$ cat src/rtl/plane_pkg.sv
// Shared sizes, colour key and reset position for the player-plane renderer.
// Coordinates are 11 bits on the wire and widened to 12 bits for the hit test.
package plane_pkg;

  localparam int unsigned CoordW   = 11;
  localparam int unsigned ExtW     = 12;
  localparam int unsigned RgbW     = 12;
  localparam int unsigned ActW     = 1024;
  localparam int unsigned ActH     = 768;
  localparam int unsigned SprHalfW = 64;
  localparam int unsigned SprHalfH = 64;
  localparam int unsigned SprAddrW = 14;

  localparam logic [RgbW-1:0]   KeyRgb = 12'hF0F;
  localparam logic [CoordW-1:0] InitX  = 11'd400;
  localparam logic [CoordW-1:0] InitY  = 11'd512;

  typedef logic [CoordW-1:0] coord_t;
  typedef logic [ExtW-1:0]   ext_t;
  typedef logic [RgbW-1:0]   rgb_t;

  // Per-pixel side information carried alongside the ROM access.
  typedef struct packed {
    logic hit;
    logic de;
    rgb_t bg;
  } px_t;

  // Both bounds are offset by the half size, so no subtraction can underflow.
  function automatic logic in_span(input ext_t pos, input ext_t lo, input ext_t span);
    return (pos >= lo) && (pos < ext_t'(lo + span));
  endfunction

endpackage

$ cat src/rtl/my_plane_render_edge.sv
// Two-flop falling-edge detector producing a registered one-cycle strobe.
// The history flop resets low so a level held high through reset never pulses.
module my_plane_render_edge (
  input  logic clk,
  input  logic rst,
  input  logic sig_i,
  output logic fall_o
);

  logic sig_q, sig_d;
  logic fall_q, fall_d;

  always_comb begin
    sig_d  = sig_i;
    fall_d = sig_q & ~sig_i;
  end

  always_ff @(posedge clk or posedge rst) begin
    if (rst) begin
      sig_q  <= 1'b0;
      fall_q <= 1'b0;
    end else begin
      sig_q  <= sig_d;
      fall_q <= fall_d;
    end
  end

  assign fall_o = fall_q;

endmodule

$ cat src/rtl/my_plane_render.sv
// Player-plane renderer: vsync strobe, per-frame position snapshot, sprite hit test,
// sprite ROM addressing and colour-keyed composite over background, 3-cycle pipeline.
module my_plane_render
  import plane_pkg::*;
#(
  parameter int unsigned HALF_W  = SprHalfW,
  parameter int unsigned HALF_H  = SprHalfH,
  parameter int unsigned ADDR_W  = SprAddrW,
  parameter logic [11:0] KEY_RGB = KeyRgb,
  parameter logic [10:0] INIT_X  = InitX,
  parameter logic [10:0] INIT_Y  = InitY
) (
  input  logic              clk,
  input  logic              rst,
  input  logic              vsync,
  input  logic              de,
  input  logic [10:0]       hcnt,
  input  logic [10:0]       vcnt,
  input  logic [10:0]       plane_x,
  input  logic [10:0]       plane_y,
  input  logic [11:0]       bg_rgb,
  output logic [ADDR_W-1:0] rom_addr,
  input  logic [11:0]       rom_data,
  output logic              vs_neg,
  output logic [11:0]       rgb_out,
  output logic              de_out,
  output logic              hit_out
);

  localparam int unsigned ColW = $clog2(2 * HALF_W);
  localparam int unsigned RowW = $clog2(2 * HALF_H);

  logic              vs_neg_d_q, vs_neg_d_d;
  coord_t            frame_x_q, frame_x_d;
  coord_t            frame_y_q, frame_y_d;
  logic [ADDR_W-1:0] rom_addr_q, rom_addr_d;
  px_t               p1_q, p1_d;
  px_t               p2_q, p2_d;
  rgb_t              rgb_q, rgb_d;
  logic              hit_out_q, hit_out_d;
  logic              de_out_q, de_out_d;

  ext_t            hx, vy;
  logic            hit0;
  logic [ColW-1:0] col;
  logic [RowW-1:0] row;
  logic            opaque;

  my_plane_render_edge u_vs_edge (
    .clk    (clk),
    .rst    (rst),
    .sig_i  (vsync),
    .fall_o (vs_neg)
  );

  // Snapshot one cycle after the strobe so the controller's update is already visible.
  always_comb begin
    vs_neg_d_d = vs_neg;
    frame_x_d  = vs_neg_d_q ? plane_x : frame_x_q;
    frame_y_d  = vs_neg_d_q ? plane_y : frame_y_q;
  end

  // Stage 1: hit test and ROM address.
  always_comb begin
    hx   = ext_t'(hcnt) + ext_t'(HALF_W);
    vy   = ext_t'(vcnt) + ext_t'(HALF_H);
    hit0 = de
         & in_span(hx, ext_t'(frame_x_q), ext_t'(2 * HALF_W))
         & in_span(vy, ext_t'(frame_y_q), ext_t'(2 * HALF_H));
    col  = ColW'(hx - ext_t'(frame_x_q));
    row  = RowW'(vy - ext_t'(frame_y_q));
    rom_addr_d = hit0 ? ADDR_W'({row, col}) : '0;
    p1_d.hit   = hit0;
    p1_d.de    = de;
    p1_d.bg    = bg_rgb;
  end

  // Stage 2 runs in parallel with the ROM read.
  always_comb begin
    p2_d = p1_q;
  end

  // Stage 3: colour key and composite.
  always_comb begin
    opaque    = p2_q.hit & (rom_data != KEY_RGB);
    rgb_d     = !p2_q.de ? '0 : (opaque ? rom_data : p2_q.bg);
    hit_out_d = opaque & p2_q.de;
    de_out_d  = p2_q.de;
  end

  always_ff @(posedge clk or posedge rst) begin
    if (rst) begin
      vs_neg_d_q <= 1'b0;
      frame_x_q  <= INIT_X;
      frame_y_q  <= INIT_Y;
      rom_addr_q <= '0;
      p1_q       <= '0;
      p2_q       <= '0;
      rgb_q      <= '0;
      hit_out_q  <= 1'b0;
      de_out_q   <= 1'b0;
    end else begin
      vs_neg_d_q <= vs_neg_d_d;
      frame_x_q  <= frame_x_d;
      frame_y_q  <= frame_y_d;
      rom_addr_q <= rom_addr_d;
      p1_q       <= p1_d;
      p2_q       <= p2_d;
      rgb_q      <= rgb_d;
      hit_out_q  <= hit_out_d;
      de_out_q   <= de_out_d;
    end
  end

  assign rom_addr = rom_addr_q;
  assign rgb_out  = rgb_q;
  assign hit_out  = hit_out_q;
  assign de_out   = de_out_q;

endmodule

$ cat config.mk
export PLATFORM = sky130hd
export DESIGN_NAME = my_plane_render
export DESIGN_NICKNAME = d
export VERILOG_FILES = /design/src/rtl/plane_pkg.sv /design/src/rtl/my_plane_render_edge.sv /design/src/rtl/my_plane_render.sv
export SDC_FILE = /design/constraint.sdc
export NUM_CORES = 1
export LEC_CHECK = 0
export CORE_UTILIZATION = 59
export CTS_BUF_LIST = sky130_fd_sc_hd__clkbuf_8
export DETAILED_ROUTE_END_ITERATION = 6
export DONT_BUFFER_PORTS = 1
export PLACE_DENSITY = 0.86
export REMOVE_ABC_BUFFERS = 1
export SLEW_MARGIN = 20
export SYNTH_ARGS = -nofsm -noshare
export SYNTH_HDL_FRONTEND = slang
export SYNTH_HIERARCHICAL = 1
export SYNTH_SLANG_ARGS = --single-unit
$ cat constraint.sdc
create_clock -name clk -period 2.55 [get_ports clk]
set_input_delay 0.51 -clock clk [delete_from_list [all_inputs] [get_ports clk]]
set_output_delay 0.51 -clock clk [all_outputs]
set_load 0.005 [all_outputs]
==> results of run 1 <==
## logic make-up after synthesis
| family | synth area share, % |
|---|---|
| adders and majority gates | 12.89 |
| muxes | 2.961 |
| and+or+nand+nor | 12.70 |
| DFF | 53.42 |
| xor gates and xnor gates | 4.145 |
| buffers and inverters | 4.441 |
| AOI/OAI and AO/OA | 9.441 |
## through the flow
step | utilization, % | setup TNS, ps | hold WS, ps
after global placement | 65.05 | -40.77 | 253.5
after floorplan | - | -145.6 | 251.2
final | 71.20 | 0 | 147.1
after global routing | 71.20 | -576.9 | 151.9
after CTS | 68.70 | 0 | 156.3
after detailed placement | 65.05 | -830.0 | 255.5
## synth_stat cells, types with 3 or more instances
cell type  number
dfrtp_1        77
ha_1           36
nand2_1        34
inv_1          33
nor2_1         29
o21ai_0        27
nand3_1        16
xnor2_1        15
a21oi_1        12
mux2i_1         9
clkbuf_1        6
a211oi_1        4
dfstp_2         4
nor2_2          4
nor2b_1         4
a21o_1          3
nand4_1         3
nor3b_1         3
o21ai_1         3
xor2_1          3
## cells in the final DEF (no fill, tap or decap), drive strengths merged, types with 3 or more instances in the layout
cell type and n:
buf 12, nor3b 3, nand3 16, xor2 3
nor2b 5, dfrtp 77, a21o 3, nand4 3
inv 35, xnor2 15, nand2 34, a211oi 4
a21oi 12, clkbuf 11, mux2i 9, nor2 33
ha 36, o21ai 30, dfstp 4
## power groups by stage
stage / clock network [W] / logic, W / registers [W]
6_report: 0.000968 / 0.000649 / 0.00145
2_1_floorplan: 0 / 0.000450 / 0.00145
3_5_place_dp: 0 / 0.000581 / 0.00147
4_1_cts: 0.000989 / 0.000588 / 0.00145
5_1_grt: 0.00104 / 0.000726 / 0.00146
3_3_place_gp: 0 / 0.000558 / 0.00146
## critical path, cell delays in order (launching register included)
cell,delay (ps)
dfstp_2,580
ha_4,150
xnor2_1,130
ha_1,270
and4_1,210
o21ai_0,70
nand3_1,130
a2111oi_4,350
o2111ai_4,230
buf_12,190
nor3b_2,150
## metal layers
metal	up-vias	share of wire, %	wire [um]
li1	1208	-	-
met5	-	0	0
met1	1216	37	2768
met2	100	52	3884
met3	21	8.3	619
met4	0	2.4	180
## what timing repair did
item,4_1_cts,5_1_grt
setup buffers,0,4
hold buffers,1,0
endpoints found under the hold margin,2,0
gates resized for setup,0,19
setup endpoints to repair,0,13
## worst max-delay path by stage
| stage | end | slack [ps] |
|---|---|---|
| global route | rom_addr[10]$_DFF_PP0_ | -90 |
| CTS | rom_addr[10]$_DFF_PP0_ | 10 |
| floorplan | rom_addr[10]$_DFF_PP0_ | -70 |
| finish | rom_addr[10]$_DFF_PP0_ | 20 |
| global placement | rom_addr[3]$_DFF_PP0_ | -20 |
| detailed placement | rom_addr[10]$_DFF_PP0_ | -150 |
## area by class of cell
class	instances	area share [%]
repair buffers	14	3.479
clock inverters	6	1.711
flip-flops and latches	81	47.12
multi-input cells	226	39.34
well taps	75	2.175
inverters	34	2.986
clock buffers	10	3.189
## sequential cells by signal (all words and copies together), names as in the netlist, 11 cells and up
| register | count |
|---|---|
| p1_q | 14 |
| frame_x_q | 11 |
| frame_y_q | 11 |
| rgb_out | 12 |
| rom_addr | 14 |
| p2_q | 13 |
==> impl_metrics.tcl, run 1 <==
set metrics [dict create \
    place.gp.congestion 0.8533 \
    cts_sinks 81 \
    status "complete, no violations" \
    start_kind "flop" \
    gr-total-overflow 0 \
    seqPwrFrac_pct 47.3 \
    core_um2 6061 \
    p_switching_w 0.0009012 \
    place_area_um2 3943 \
    p_int_w 0.002165 \
    worstSkewPairLatency_ps 350 \
    finClkSkew_ps 11.96 \
    fp.dieW_um 82.29 \
    synth_cell_type_count 38 \
    cts_tree "done" \
    htree_levels 3 \
    vias 2545 \
    syn_inst 349 \
    reg2reg_from "frame_x_q[7]$_DFFE_PP1P_" \
    hold_violations 0 \
    p_leak_nw 2.056 \
    wl_per_cell_um 16.71 \
    drv_cap 0 \
    synth-edff-count 0 \
    setup_viol 0 \
    drt-initial-drc-count 118 \
    track_usage_pct 22.78 \
    fp-row-count 28 \
    via_per_inst 5.706 \
    vdd_drop_max_uv 577.1 \
    rr_worst_depth 10 \
    stdcell_count 446 \
    arrival_ps 2800 \
    synthArstFlopShare_pct 100.0 \
    p_per_area_nw_per_um2 710.6 \
    use_met2_pct 39.92 \
    area_growth_pct 13.45 \
    drive_gt1_share_pct 15.36 \
    endpoint_kind "flop" \
    swShare_pct 29.39 \
    fillers 439 \
    crit_path_start "frame_x_q[7]$_DFFE_PP1P_" \
    p_clk_share_pct 31.6 \
    die_area_um2 6772 \
    ys_seq_area_share_pct 53.42 \
    clockRootBuffer "clkbuf_8" \
    synth_top_area_share_pct 50.66 \
    power_frac_comb_pct 21.2 \
    cp_max_fo 8 \
    drc 0 \
    hp-class "input pin to asynchronous set/reset pin" \
    worstSetupPathType "flop to flop" \
    slew_headroom_pct 48.21 \
    initial_core_util_pct 62.76 \
    io_pins 101 \
    ys_seq_elements 81 \
    use_met1_pct 24.50 \
    grt_busiest_layer "met2" \
    grt_pass1_wl_mm 11.18 \
    die_height_um 82.29 \
    diodes 0 \
    synth_area_leader_cell "dfrtp_1" \
    reg2reg_to "rom_addr[10]$_DFF_PP0_" \
    grt_pass1_vias 2517 \
    io_buffers 0 \
    syn_area_um2 3804 \
    wl_mm 7.452 \
    p_total_w 0.003066 \
    fin_ws_ps 21.80 \
    synth_area_per_cell_um2 10.90 \
    cts_buffers 9 \
    synth_area_leaders "dfrtp_1, ha_1, o21ai_0" \
    grt_max_degree 43 \
    slew_viol_final 0 \
    clk_pin_slew_ps 90 \
    yosysWarnings 6 \
    design_area_um2 4315 \
    dpl.cell_count 424 \
    rsz0062_at_grt "true" \
    final_antenna_net_count 0 \
    fmax_ghz 0.3955 \
    place_ws_ps -152.4 \
    clock_path_buffers 2 \
    drtPass1Iterations 4 \
    period_share_pct 99.15 \
    regArea_um2 2033 \
    multiInputGateArea_um2 1698 \
    fin_crit_ps 2528 \
    antenna_found_initial 0 \
    reg2reg_slack_ps 20 \
    fin_nets 476 \
    required_ps 2830 \
    worstMarginPinSlew_ps 776.8 \
    hpwl_mm 5.450 \
    grt_use_met3_pct 9.780 \
    dominantRegCellSynth "dfrtp_1" \
]
No activity file was read; power rests on OpenSTA's default activity.
==> run 2: changes to the inputs <==
--- a/config.mk
+++ b/config.mk
@@ -11,7 +11,7 @@
 export DONT_BUFFER_PORTS = 1
 export PLACE_DENSITY = 0.86
 export REMOVE_ABC_BUFFERS = 1
-export SLEW_MARGIN = 20
+export SLEW_MARGIN = 40
 export SYNTH_ARGS = -nofsm -noshare
 export SYNTH_HDL_FRONTEND = slang
 export SYNTH_HIERARCHICAL = 1
==> run 2 against run 1 <==
Die area is the same. Sequential share of layout area is essentially flat. Sequential cell count is the same. Total power is essentially flat. Largest cell class unchanged.
==> impl_metrics.tcl, run 2 (synthesized netlist as in run 1, its figures left out) <==
set metrics [dict create \
    final_common_cell "dfrtp_1" \
    slew_headroom_pct 48.21 \
    finClkSkew_ps 11.96 \
    cts_tree "done" \
    hold_violations 0 \
    drv_cap 0 \
    arrival_ps 2800 \
    required_ps 2830 \
    htree_levels 3 \
    top_layer "met4" \
    rsz0062_at_grt "true" \
    dr_wl_met2_mm 3.884 \
    drt-initial-drc-count 118 \
    grt_pass1_vias 2517 \
    slew_viol_final 0 \
    fp.dieW_um 82.29 \
    drc 0 \
    final_antenna_net_count 0 \
    grt_pass1_wl_mm 11.18 \
    io_buffers 0 \
    p_per_area_nw_per_um2 710.4 \
    via_per_inst 5.706 \
    period_share_pct 99.15 \
    clk_pin_slew_ps 90 \
    die_area_um2 6772 \
    p_leak_nw 2.057 \
    area_growth_pct 13.49 \
    fin_crit_ps 2528 \
    wl_met1_mm 2.767 \
    clock_path_buffers 2 \
    grt_max_degree 43 \
    initial_core_util_pct 62.76 \
    hpwl_mm 5.450 \
    worstSetupPathType "flop to flop" \
    vdd_drop_max_uv 577.1 \
    fin_nets 476 \
    clockRootBuffer "clkbuf_8" \
    track_usage_pct 22.78 \
    setup_tns_ps 0 \
    die_height_um 82.29 \
    hp-class "input pin to asynchronous set/reset pin" \
    cp_max_fo 8 \
    drive_gt1_share_pct 15.36 \
    vias 2545 \
    holdWs_ps 77.77 \
    worstMarginPinSlew_ps 776.8 \
    core_um2 6061 \
    start_kind "flop" \
    final_cell_mix "dfrtp_1, nand2_1, ha_1" \
    diodes 0 \
    endpoint_kind "flop" \
    io_pins 101 \
    status "complete, no violations" \
    wl_mm 7.451 \
    place.gp.congestion 0.8533 \
    wl_per_cell_um 16.71 \
    fmax_ghz 0.3955 \
    cts_sinks 81 \
    setup_viol 0 \
    gr-total-overflow 0 \
    fp-row-count 28 \
    antenna_found_initial 0 \
    drtPass1Iterations 4 \
    dr_wl_met3_um 619 \
    worstSkewPairLatency_ps 350 \
    cts_buffers 9 \
]
-- run 2: cell count changes in the layout (fill, tap and decap cells not counted) --
cell | previous run | this run
inv_4 | 0 | 1
clkinv_2 | 1 | 0
-- run 2: power by group --
group	internal [W]	leakage (nW)	switching (W)	total, W
combinational	0.000285	0.952	0.000364	0.000649
clock	0.000491	0.101	0.000477	0.000968
sequential	0.00139	1.00	0.0000596	0.00145
total	0.00217	2.06	0.000901	0.00307
-- run 2: path summary, 6_finish.rpt --
check / slack (ps) / endpoint / cells past startpoint / from
max: 20 / rom_addr[10]$_DFF_PP0_ / 10 / frame_x_q[7]$_DFFE_PP1P_
min: 80 / frame_x_q[3]$_DFFE_PP0P_ / 1 / rst
max reg2reg: 20 / rom_addr[10]$_DFF_PP0_ / 10 / frame_x_q[7]$_DFFE_PP1P_
min reg2reg: 350 / p2_q[10]$_DFF_PP0_ / 0 / p1_q[10]$_DFF_PP0_
max in group asynchronous: 1890 / p1_q[2]$_DFF_PP0_ / 2 / rst
min in group clk: 180 / p1_q[12]$_DFF_PP0_ / 0 / de
-- run 2: repair_timing --
| action | in CTS | in global routing |
|---|---|---|
| endpoints found under the hold margin | 2 | 0 |
| gates resized for setup | 0 | 19 |
| setup endpoints to repair | 0 | 13 |
| setup buffers | 0 | 4 |
| hold buffers | 1 | 0 |
-- run 2: final cells by class --
type	instances	area, um2
Sequential cell	81	2033
Fill cell	441	1744
Multi-Input combinational cell	226	1698
Timing Repair Buffer	14	150.1
Clock buffer	10	137.6
Inverter	34	130.1
Tap cell	75	93.84
Clock inverter	6	73.82
-- run 2: through the flow --
stage               instances  utilization [%]  total power [W]  worst slack [ps]  instance area, um2
CTS                       441            68.70         0.003022             12.09                4164
global placement          424            65.05         0.002022            -21.33                3943
detailed placement        424            65.05         0.002051            -152.4                3943
global route              446            71.22         0.003228            -85.84                4317
floorplan                 341                -         0.001905            -72.82                3762
finish                    446            71.22         0.003067             21.80                4317
-- run 2: critical path, stage by stage (launching register included) --
cell and delay (ps):
dfstp_2 580, ha_4 150, xnor2_1 130, ha_1 270
and4_1 210, o21ai_0 70, nand3_1 130, a2111oi_4 350
o2111ai_4 230, buf_12 190, nor3b_2 150
-- run 2: routing by layer --
metal  global-route usage [%]  vias to the layer above
met5                        0                        -
met4                    7.719                        0
met3                    9.780                       21
met2                    39.92                      100
met1                    24.50                     1216
li1                         -                     1208
